## config.mk

```make
export PLATFORM = sky130hd
export DESIGN_NAME = fetch_sequencer
export DESIGN_NICKNAME = d
export VERILOG_FILES = /design/src/rtl/fetch_sequencer.sv
export SDC_FILE = /design/constraint.sdc
export NUM_CORES = 1
export LEC_CHECK = 0
export ABC_AREA = 1
export CORE_MARGIN = 2
export CORE_UTILIZATION = 45
export CTS_CLUSTER_SIZE = 14
export DETAILED_ROUTE_END_ITERATION = 10
export HOLD_SLACK_MARGIN = 0.05
export PLACE_DENSITY = 0.84
export RECOVER_POWER = 25
export SYNTH_ARGS = -nofsm -noshare
export SYNTH_HDL_FRONTEND = slang
export SYNTH_SLANG_ARGS = --single-unit
```

## constraint.sdc

```tcl
create_clock -name clk -period 4.6 [get_ports clk]
set_input_delay 1.38 -clock clk [delete_from_list [all_inputs] [get_ports clk]]
set_output_delay 1.38 -clock clk [all_outputs]
set_load 0.05 [all_outputs]
```

## src/rtl/fetch_sequencer.sv

```systemverilog
// Instruction-fetch sequencer: owns the PC, fetches one word at a time over a
// req/ready handshake, issues it to decode and redirects on jumps/taken branches.
module fetch_sequencer #(
   parameter logic [31:0] RESET_PC = 32'h0000_0000
) (
   input  logic        clk,
   input  logic        reset,
   input  logic        stall,
   input  logic        branch_eq,
   input  logic        branch_ne,
   input  logic        jump,
   input  logic        zero,
   input  logic [31:0] branch_offset,
   input  logic [25:0] jump_target,
   output logic        imem_req,
   output logic [31:0] imem_addr,
   input  logic        imem_ready,
   input  logic [31:0] imem_rdata,
   output logic [31:0] instr,
   output logic        instr_valid,
   output logic [31:0] pc_plus4,
   output logic        flush
);

   typedef enum logic [1:0] {
      S_START,
      S_REQ,
      S_ISSUE
   } state_t;

   state_t      state, state_next;
   logic [31:0] pc, pc_next;
   logic [31:0] imem_addr_next;
   logic [31:0] instr_next;
   logic [31:0] pc_plus4_next;
   logic        imem_req_next;
   logic        instr_valid_next;
   logic        flush_next;
   logic        taken;
   logic [31:0] redirect_pc;

   // Only the low 30 offset bits survive the word shift.
   logic unused_offset_msbs;
   assign unused_offset_msbs = &{1'b0, branch_offset[31:30]};

   always_ff @(posedge clk or posedge reset) begin
      if (reset) begin
         state       <= S_START;
         pc          <= RESET_PC;
         imem_req    <= 1'b0;
         imem_addr   <= RESET_PC;
         instr       <= 32'h0;
         instr_valid <= 1'b0;
         pc_plus4    <= 32'h0;
         flush       <= 1'b0;
      end else begin
         state       <= state_next;
         pc          <= pc_next;
         imem_req    <= imem_req_next;
         imem_addr   <= imem_addr_next;
         instr       <= instr_next;
         instr_valid <= instr_valid_next;
         pc_plus4    <= pc_plus4_next;
         flush       <= flush_next;
      end
   end

   always_comb begin
      state_next       = state;
      pc_next          = pc;
      imem_req_next    = imem_req;
      imem_addr_next   = imem_addr;
      instr_next       = instr;
      instr_valid_next = instr_valid;
      pc_plus4_next    = pc_plus4;
      flush_next       = 1'b0;

      // Jump wins over branch; beq and bne together always resolve taken.
      taken = (branch_eq & zero) | (branch_ne & ~zero);
      if (jump)
         redirect_pc = {pc_plus4[31:28], jump_target, 2'b00};
      else if (taken)
         redirect_pc = pc_plus4 + {branch_offset[29:0], 2'b00};
      else
         redirect_pc = pc_plus4;

      case (state)
         S_START: begin
            imem_req_next  = 1'b1;
            imem_addr_next = pc;
            state_next     = S_REQ;
         end
         S_REQ: begin
            if (imem_ready) begin
               instr_next       = imem_rdata;
               instr_valid_next = 1'b1;
               pc_plus4_next    = pc + 32'd4;
               imem_req_next    = 1'b0;
               state_next       = S_ISSUE;
            end
         end
         S_ISSUE: begin
            if (!stall) begin
               pc_next          = redirect_pc;
               instr_valid_next = 1'b0;
               imem_req_next    = 1'b1;
               imem_addr_next   = redirect_pc;
               flush_next       = jump | taken;
               state_next       = S_REQ;
            end
         end
         default: begin
            state_next = S_START;
         end
      endcase
   end

endmodule

```

==> summary.txt <==
Final layout
  • Nets: 1,517
  • Synth-to-Final Area Change: 32.9%
  • Layout cell share with drive strength beyond 1: 4.21%
  • Utilization after layout: 61.3%
  • # diodes: 0

Clocking
  • Clk_lat worst skew: 420 ps
  • Postcts setup bufs: 0
  • CTS Hold Bufs: 0
  • Clk sinks: 133
  • Clock input transition at the sequential cells of the worst setup and hold paths: 60 ps
  • TritonCTS clock tree: yes
  • CTS resizes: 0
  • CTS buffer count: 17
  • H-tree depth: 4
  • CTS Root Buffer Type: clkbuf_16
  • Maximum root-to-sink buffer count: 2

STA
  • Slew @ Worst Pin: 1460 ps
  • Min Tclk post-route: 3570 ps
  • Max_slew headroom: 2.36%
  • Final Cycle Share: 77.6%
  • Final Hold Viols: 0
  • Fin. max-slew vios: 0
  • Setup TNS: 0 ps
  • Setup Skew: 7.18 ps
  • RSZ-0062 raised after global routing: false
  • Setup ws final: 1030 ps
  • Highest Clock Rate: 280 MHz
  • Endpoints failing setup: 0

Floorplan
  • Core box area: 18,100 sq um
  • Die area: 19,600 sq um
  • Io pins: 197
  • Initial Utilization: 46.1%
  • Std cell rows: 49
  • Die height: 140 um
  • Die X: 140 um

Global routing
  • First-pass GRT wire length: 42,300 um
  • Initial antenna violation count: 0
  • Met2 global-route usage: 43.8%
  • GR Util met1: 36.1%
  • Busiest layer in global routing: met2
  • GRT overflow: 0
  • Met3 global-route usage: 6.29%
  • Vias in the first global route: 8,236
  • Gr usage total: 27.3%
  • Largest net degree at the start of global routing: 70

Placed design
  • DP Worst Slack: 675 ps
  • Gpl congestion: 0.955
  • HPWL after detailed placement: 20,300 um
  • Port bufs: 194

Detailed routing
  • Drt wl/cell: 16.3 um
  • DRT iter0 DRCs: 748
  • DR pass1 iterations: 9
  • Final WL: 26,600 um
  • Final routed DRC violation total: 10
  • DR vias: 8,516
  • Number of antenna-violating nets in the routed design: 0
  • Vias per cell: 5.23

Power and ir drop
  • VDD IR max: 521 uV
  • Clock power share: 16.5%
  • Power Dens Cells: 754 nW/um^2
  • Logic pwr share: 57.7%
  • Lkg Pwr: 5.39 nW
  • Switching Fraction: 51.1%
  • Sw power: 4.27 mW
  • Power Total: 8.35 mW
  • Power Internal: 4.08 mW
  • Reg power frac: 25.8%

Run
  • Max cap viols: 0

Setup path
  • Reg2Reg Setup Slack: 1740 ps
  • Crit Path Class: input pin to flop
  • Worst Reg-to-Reg Cells: 7
  • Endpoint type of the worst setup path: flop
  • Crit path from: branch_offset[0]
  • CP Max Fanout: 5
  • Worst flop-to-flop path startpoint: state[1]
  • CP required: 4880 ps
  • Worst setup SP type: input pin
  • Worst path arrival time: 3850 ps
  • Reg-to-reg endpoint: pc[30]

Yosys
  • Sequential area share after synthesis: 39.9%
  • Syn_nets: 1,334
  • Yosys top cell area share: 39.9%
  • FFs w/ async S/R, synth: 100%
  • Cell taking the most area after synthesis: dfrtp_1
  • Mapped Cells: 1,205
  • Post-synth EDFFs: 0
  • Synth warnings: 0
  • Synth Flop Type: dfrtp_1
  • Mapped cell area: 8340 sq um
  • Synth unique cells: 38
  • Dominant cells by area after synthesis: dfrtp_1 (40%), nand2_1 (22%), o21ai_0 (5.6%)
  • Flops & latches, synth: 133
  • Syn Area/Cell: 6.92 sq um

Run status
  • Status: complete, but fails checks
  • Failing checks: DRC

Min path
  • HP Class: flop to flop
  • Hold path depth: 2
  • Min-delay src: instr_valid
  • Hold Path Sink: instr_valid
-- worst max-delay path, stage by stage --
cell and delay (ps):
clkdlybuf4s50_1 410, ha_1 230, fa_1 410, nand3_1 100
nand2_1 120, nand2_1 80, nand2_1 100, nand2_1 90
nand2_1 120, nand2_1 110, nand3b_1 80, nand3_1 90
nand2_1 100, o21ai_0 330, nand2_1 90
-- sequential cells by signal (all words and copies together), names as in the netlist --
name and count:
flush 1, imem_addr 32, imem_req 1, instr 32
instr_valid 1, pc 32, pc_plus4 32, state 2
-- routing by layer --
metal / vias to the layer above / routed length [um]
li1: 4226 / -
met1: 3870 / 11300
met2: 367 / 12000
met3: 53 / 2430
met4: 0 / 836
met5: - / 0
-- cells in the final DEF (no fill, tap or decap), types with 15 or more instances in the layout --
cell | Yosys | final
clkdlybuf4s50_1 | 0 | 193
o21ai_0 | 93 | 93
nand2_1 | 485 | 484
inv_1 | 123 | 122
nand4_1 | 15 | 15
nor2_1 | 60 | 60
xor2_1 | 25 | 25
a21oi_1 | 65 | 65
clkbuf_16 | 0 | 17
dfrtp_1 | 133 | 133
nand3_1 | 49 | 49
ha_1 | 30 | 30
-- worst max-delay path by stage --
| stage | end | slack, ps | depth (start not counted) |
|---|---|---|---|
| floorplan | imem_addr[16] | 1560 | 14 |
| global placement | imem_addr[16] | 780 | 15 |
| detailed placement | imem_addr[16] | 670 | 15 |
| CTS | imem_addr[16] | 1090 | 15 |
| global route | imem_addr[29] | 770 | 3 |
| finish | imem_addr[16] | 1030 | 15 |
-- per-stage QoR --
stage	instance area (sq um)	std cells	hold slack, ps
final	11100	1629	470
after global routing	11100	1629	499
after CTS	11100	1629	477
after detailed placement	10500	1598	465
after global placement	10500	1598	455
after floorplan	8340	1205	464
-- area by class of cell --
type                            instances  area [sq um]
Clock buffer                           19           443
Multi-Input combinational cell        904          4370
Timing Repair Buffer                  205          2020
Fill cell                            1595          7010
Inverter                              127           478
Sequential cell                       133          3330
Clock inverter                         12           154
Tap cell                              229           287
-- synth_stat cells, types with 5 or more instances --
cell type,number
nand2_1,485
dfrtp_1,133
inv_1,123
o21ai_0,93
a21oi_1,65
nor2_1,60
nand3_1,49
clkbuf_1,32
ha_1,30
xor2_1,25
nand4_1,15
nor3_1,14
a22o_1,8
buf_2,7
nor2_2,7
nor4_1,7
xnor2_1,6
o21bai_1,5
o221ai_1,5
-- cell families (layout without fill, tap and decap cells) --
| family | after synthesis | count (layout) | synth area share [%] |
|---|---|---|---|
| flops | 133 | 133 | 39.9 |
| fa+ha+maj | 31 | 31 | 4.74 |
| simple gates | 656 | 656 | 32.3 |
| compound gates | 186 | 186 | 12.1 |
| buf+inv | 168 | 363 | 7.70 |
| xor+xnor | 31 | 31 | 3.26 |
-- power groups by stage --
stage / Combinational (mW) / Sequential [mW] / Clock (mW)
5_1_grt: 5.22 / 2.22 / 1.44
4_1_cts: 4.81 / 2.15 / 1.39
6_report: 4.82 / 2.15 / 1.38
3_5_place_dp: 4.78 / 2.15 / 0
3_3_place_gp: 4.72 / 2.15 / 0
2_1_floorplan: 1.97 / 3.38 / 0
No activity file was read; power rests on OpenSTA's default activity.
